==> config.mk <==
export PLATFORM = sky130hd
export DESIGN_NAME = cpu_perf_monitor
export DESIGN_NICKNAME = d
export VERILOG_FILES = /design/src/rtl/cpu_perf_pkg.sv /design/src/rtl/perf_counter.sv /design/src/rtl/cpu_perf_monitor.sv
export SDC_FILE = /design/constraint.sdc
export NUM_CORES = 1
export LEC_CHECK = 0
export ABC_AREA = 1
export CAP_MARGIN = 20
export CORE_MARGIN = 2
export CORE_UTILIZATION = 66
export DETAILED_ROUTE_END_ITERATION = 6
export PLACE_DENSITY_LB_ADDON = 0.05
export SKIP_CTS_REPAIR_TIMING = 1
export SYNTH_ARGS = -nofsm -noshare
export SYNTH_HDL_FRONTEND = slang
export SYNTH_SLANG_ARGS = --single-unit
==> constraint.sdc <==
create_clock -name clk_i -period 3.6 [get_ports clk_i]
set_clock_uncertainty 0.05 [all_clocks]
set_input_delay 0.54 -clock clk_i [delete_from_list [all_inputs] [get_ports clk_i]]
set_output_delay 0.54 -clock clk_i [all_outputs]
set_load 0.005 [all_outputs]
==> src/rtl/cpu_perf_pkg.sv <==
// Shared constants for the CPU performance monitor: query selectors,
// query FSM state encoding and default counter width.
package cpu_perf_pkg;
  localparam int CNT_W_DEF = 32;

  localparam logic [1:0] SEL_CYCLE  = 2'd0;
  localparam logic [1:0] SEL_STALL  = 2'd1;
  localparam logic [1:0] SEL_FLUSH  = 2'd2;
  localparam logic [1:0] SEL_RETIRE = 2'd3;

  typedef enum logic {IDLE = 1'b0, RESP = 1'b1} state_t;
endpackage

==> src/rtl/perf_counter.sv <==
// One event counter with synchronous clear. Wraps modulo 2^CNT_W by default;
// with PERF_SATURATE_EN defined it sticks at all-ones until clear/reset.
module perf_counter #(
  parameter int CNT_W = 32
) (
  input  logic             clk,
  input  logic             rst_n,
  input  logic             en,
  input  logic             clr,
  output logic [CNT_W-1:0] cnt
);
  always_ff @(posedge clk or negedge rst_n) begin
    if (!rst_n) begin
      cnt <= '0;
    end else if (clr) begin
      cnt <= '0;
    end else if (en) begin
`ifdef PERF_SATURATE_EN
      if (cnt != '1) cnt <= cnt + CNT_W'(1);
`else
      cnt <= cnt + CNT_W'(1);
`endif
    end
  end
endmodule

==> src/rtl/cpu_perf_monitor.sv <==
// Cycle/stall/flush/retire counters with a valid/ready query port.
// Counter overflow behaviour selected by PERF_SATURATE_EN (see perf_counter).
module cpu_perf_monitor
  import cpu_perf_pkg::*;
#(
  parameter int CNT_W = CNT_W_DEF
) (
  input  logic             clk_i,
  input  logic             rst_i,
  input  logic             start_i,
  input  logic             stall_i,
  input  logic             branch_i,
  input  logic             flush_i,
  input  logic             retire_i,
  input  logic             clear_i,
  input  logic             req_valid_i,
  input  logic [1:0]       req_sel_i,
  output logic             req_ready_o,
  output logic             rsp_valid_o,
  output logic [CNT_W-1:0] rsp_data_o,
  input  logic             rsp_ready_i
);
  logic [3:0]            inc;
  logic [3:0][CNT_W-1:0] cnt;
  state_t                state;

  // Bit order matches the SEL_* encoding; stalls during a branch are not load-use stalls.
  assign inc = {retire_i, flush_i, stall_i & ~branch_i, 1'b1} & {4{start_i}};

  for (genvar i = 0; i < 4; i++) begin : g_cnt
    perf_counter #(.CNT_W(CNT_W)) u_cnt (
      .clk  (clk_i),
      .rst_n(rst_i),
      .en   (inc[i]),
      .clr  (clear_i),
      .cnt  (cnt[i])
    );
  end

  // Capture reads the registered value, i.e. before this edge's increment or clear.
  always_ff @(posedge clk_i or negedge rst_i) begin
    if (!rst_i) begin
      state       <= IDLE;
      req_ready_o <= 1'b1;
      rsp_valid_o <= 1'b0;
      rsp_data_o  <= '0;
    end else begin
      case (state)
        IDLE: if (req_valid_i) begin
          rsp_data_o  <= cnt[req_sel_i];
          rsp_valid_o <= 1'b1;
          req_ready_o <= 1'b0;
          state       <= RESP;
        end
        RESP: if (rsp_ready_i) begin
          rsp_valid_o <= 1'b0;
          req_ready_o <= 1'b1;
          state       <= IDLE;
        end
        default: state <= IDLE;
      endcase
    end
  end
endmodule

==> impl_metrics.tcl <==
set metrics [dict create \
    status "complete, but fails checks" \
    failed_checks "DRC" \
    cts.sink_count 163 \
    post_route_drc_violation_count 13 \
    io_buffer_count 45 \
    async_flop_share_pct 100 \
    slowest_stage "sky130_fd_sc_hd__clkdlybuf4s50_1" \
    ir_worst_vdd_mv 0.369 \
    crit_fanout 11 \
    num-nets-final 1445 \
    worstSetupStartpoint "start_i" \
    r2r_end "g_cnt[0].u_cnt.cnt[22]" \
    report.final.setup_viol 0 \
    num_io_pins 46 \
    maxSlewHeadroom_pct 46.5 \
    antenna_found_initial 0 \
    detailed_placement_hpwl_mm 20.1 \
    syn_to_final_growth_pct 12.6 \
    max-cap-violations 0 \
    wire_length_of_the_first_global_routing_pass_mm 45.7 \
    grt.total_usage_pct 37.2 \
    detailroute.via_count 9557 \
    n_fill_cell 1142 \
    layout_worst_path_cycle_share_pct 68.3 \
    num_antenna_cells 0 \
    worst_r2r_startpoint "g_cnt[0].u_cnt.cnt[7]" \
    path_class "input port to flip-flop" \
    synth_top_family_by_area "simple AND/OR/NAND/NOR gates" \
    timing_worst_slew_pin_value_ps 801 \
    hold_path_class "input port to async pin" \
    cts_inserted_buffers 17 \
    worst_path_largest_cell_delay_ps 990 \
    fp-row-count 44 \
    finalWirelength_mm 27.9 \
    design.die.area_um2 15500 \
    final_max_tran_viols 0 \
    mappedNetlistArea_um2 9590 \
    final_layout_size_suffix_gt1_share_pct 5.55 \
    number_of_nets_in_the_synthesized_netlist 1413 \
    chipWidth_um 125 \
    path_depth 9 \
    detail_route.first_pass.iterations 7 \
    clock_slew_seen_by_the_registers_of_the_worst_setup_and_hold_paths_ps 60 \
    drt_iter0_drc 1260 \
    fmax_mhz 406 \
    core_region_area_um2 14400 \
    layout.cell_area.non_filler_um2 10800 \
    timing.reg2reg.worst_path_depth 8 \
    syn-mean-instance-area_um2 6.86 \
    grt_setup_unrepaired "false" \
    period_minus_slack_ps 2460 \
    worstPathRequired_ps 3910 \
    hold_viol 0 \
    cpLargestDelayFamily "simple AND/OR/NAND/NOR gates" \
    netlist_top_cells_area "sky130_fd_sc_hd__dfrtp_1 42%, sky130_fd_sc_hd__nor2_1 13%, sky130_fd_sc_hd__nand2_1 12%" \
    post_synth_most_frequent_cells "325 x sky130_fd_sc_hd__nor2_1, 297 x sky130_fd_sc_hd__nand2_1, 162 x sky130_fd_sc_hd__dfrtp_1" \
    placed_area_um2 10200 \
    tritoncts "built" \
    synth_enable_flop_cells 0 \
    synth_mux_area_share_pct 0 \
    synth-simple-area-share_pct 34.4 \
    pwr_density_cell_nw_per_um2 419 \
    die_h_um 125 \
    synth-xor-area-share_pct 0.0913 \
    static_power_due_to_leakage_nw 4.59 \
    gate_count_post_synth 1397 \
    grt.overflow.total 0 \
    cts.path.max_buffers 2 \
    synth_compound_area_share_pct 14.9 \
    clock_tree.root_cell "sky130_fd_sc_hd__clkbuf_16" \
    source_to_sink_clock_delay_at_the_later_pin_of_the_worst_skew_pair_ps 430 \
    via_count_of_the_first_global_routing_pass 8725 \
    setup.worst_path.end_class "flip-flop" \
    proportion_of_synthesized_chip_area_in_sequential_cells_pct 42.6 \
    register_to_register_setup_slack_ps 1800 \
    initial_utilization_pct 66.7 \
    yosys_warnings 0 \
    yosys_register_bits 163 \
    crit_chain "clkdlybuf4s50_1, nand2_2, nor2_4, nand2_2, nor2_2, nand2_1, nand2_1, inv_1, nor2_1" \
    pin_count_of_the_biggest_net_entering_global_routing 84 \
    synth_largest_area_cell "sky130_fd_sc_hd__dfrtp_1" \
    top_area_cell_type_share_of_the_netlist_area_pct 42.3 \
    cp.arrival_ps 2770 \
    post-synth-top-count-cell "sky130_fd_sc_hd__nor2_1" \
    totalNegativeSetupSlack_ps 0 \
    synthDistinctLibCells 34 \
    critPathLaunchType "input port" \
    drt-wirelength-per-cell_um 17.2 \
    arithmetic_cell_share_of_the_synthesized_area_counting_full_adders_half_adders_and_majority_gates_pct 0.522 \
    timing.critical_path.to "g_cnt[2].u_cnt.cnt[23]" \
    route.detailed.vias_per_inst 5.88 \
    routabilityCongestion 0.958 \
    critical_path.n_buffers_inverters 2 \
    postSynth.topFlopCell "sky130_fd_sc_hd__dfrtp_1" \
    drtAntennaViolNets 0 \
    h_tree_depth 4 \
]
-- worst register-to-register path, delay by kind of cell, from the launching register on --
family / cells / cell delay [ps]
flops: 1 / 510
buf+inv: 1 / 120
simple gates: 7 / 1060
-- stage by stage --
step           setup slack (ps)  std cells  utilization (%)  total power [mW]  hold WS, ps
3_5_place_dp                770       1594             70.7              2.55          450
3_3_place_gp                822       1594             70.7              2.54          432
2_1_floorplan              2060       1397                -              2.24          194
5_1_grt                     933       1625             75.1              4.66          184
4_1_cts                    1170       1625             75.1              4.52          146
6_report                   1140       1625             75.1              4.52          104
-- where the power goes --
part / total (mW) / switching [mW] / internal (mW)
logic: 0.528 / 0.276 / 0.252
registers: 2.00 / 0.0676 / 1.93
clock network: 2.00 / 0.754 / 1.24
-- per-layer routing --
| layer | global-route usage (%) | part of all wire (%) | wire length [µm] | up-vias |
|---|---|---|---|---|
| li1 | - | - | - | 4578 |
| met1 | 55.5 | 43 | 12100 | 4400 |
| met2 | 54.1 | 44 | 12100 | 512 |
| met3 | 7.56 | 9.8 | 2730 | 67 |
| met4 | 13.5 | 3.3 | 918 | 0 |
| met5 | 0 | 0 | 0 | - |
-- layout by cell type, fill, tap and decap left out, types with 4 or more instances in the layout --
cell type,n
sky130_fd_sc_hd__inv_1,134
sky130_fd_sc_hd__nand3_1,84
sky130_fd_sc_hd__nor2_1,325
sky130_fd_sc_hd__clkinv_2,4
sky130_fd_sc_hd__dfrtp_1,162
sky130_fd_sc_hd__buf_4,10
sky130_fd_sc_hd__o21ai_0,110
sky130_fd_sc_hd__ha_1,4
sky130_fd_sc_hd__a21oi_1,122
sky130_fd_sc_hd__nor3_1,14
sky130_fd_sc_hd__bufinv_16,5
sky130_fd_sc_hd__nand4_1,12
sky130_fd_sc_hd__nor2_2,5
sky130_fd_sc_hd__clkbuf_16,17
sky130_fd_sc_hd__nand3b_1,4
sky130_fd_sc_hd__nand2_1,297
sky130_fd_sc_hd__nor2_4,12
sky130_fd_sc_hd__nand2_2,6
sky130_fd_sc_hd__inv_2,4
sky130_fd_sc_hd__clkdlybuf4s50_1,43
sky130_fd_sc_hd__o211ai_1,4
sky130_fd_sc_hd__nand2_4,4
sky130_fd_sc_hd__a31oi_1,33
-- flip-flops by register name, indices dropped and copies added (netlist names) --
name             count
g_cnt.u_cnt.cnt    128
req_ready_o          1
rsp_data_o          32
rsp_valid_o          1
state                1
-- worst min path at each step --
stage                           start                    end  slack [ps]  cells after the start
after detailed placement  rsp_valid_o            rsp_valid_o         450                      2
after floorplan                 rst_i  g_cnt[0].u_cnt.cnt[0]         190                      0
after CTS                       rst_i  g_cnt[1].u_cnt.cnt[7]         150                      1
after global placement    rsp_valid_o            rsp_valid_o         430                      2
final                           rst_i  g_cnt[1].u_cnt.cnt[7]         100                      1
after global routing            rst_i  g_cnt[1].u_cnt.cnt[9]         180                      1
-- kinds of logic after synthesis --
family                   after synthesis
XOR/XNOR                               1
adder cells (fa/ha/maj)                4
AND/OR/NAND/NOR                      773
AO/OA/AOI/OAI                        274
buffers and inverters                182
flip-flops                           163
-- final cells by class --
| type | instances | area, µm² | area share (%) |
|---|---|---|---|
| clock inverter | 10 | 181 | 1.68 |
| inverter | 139 | 523 | 4.84 |
| tap | 184 | 230 | 2.13 |
| sequential | 163 | 4080 | 37.8 |
| timing repair buffer | 56 | 542 | 5.02 |
| clock buffer | 21 | 450 | 4.17 |
| multi-input combinational | 1052 | 4790 | 44.4 |
No activity file was read; power rests on OpenSTA's default activity.
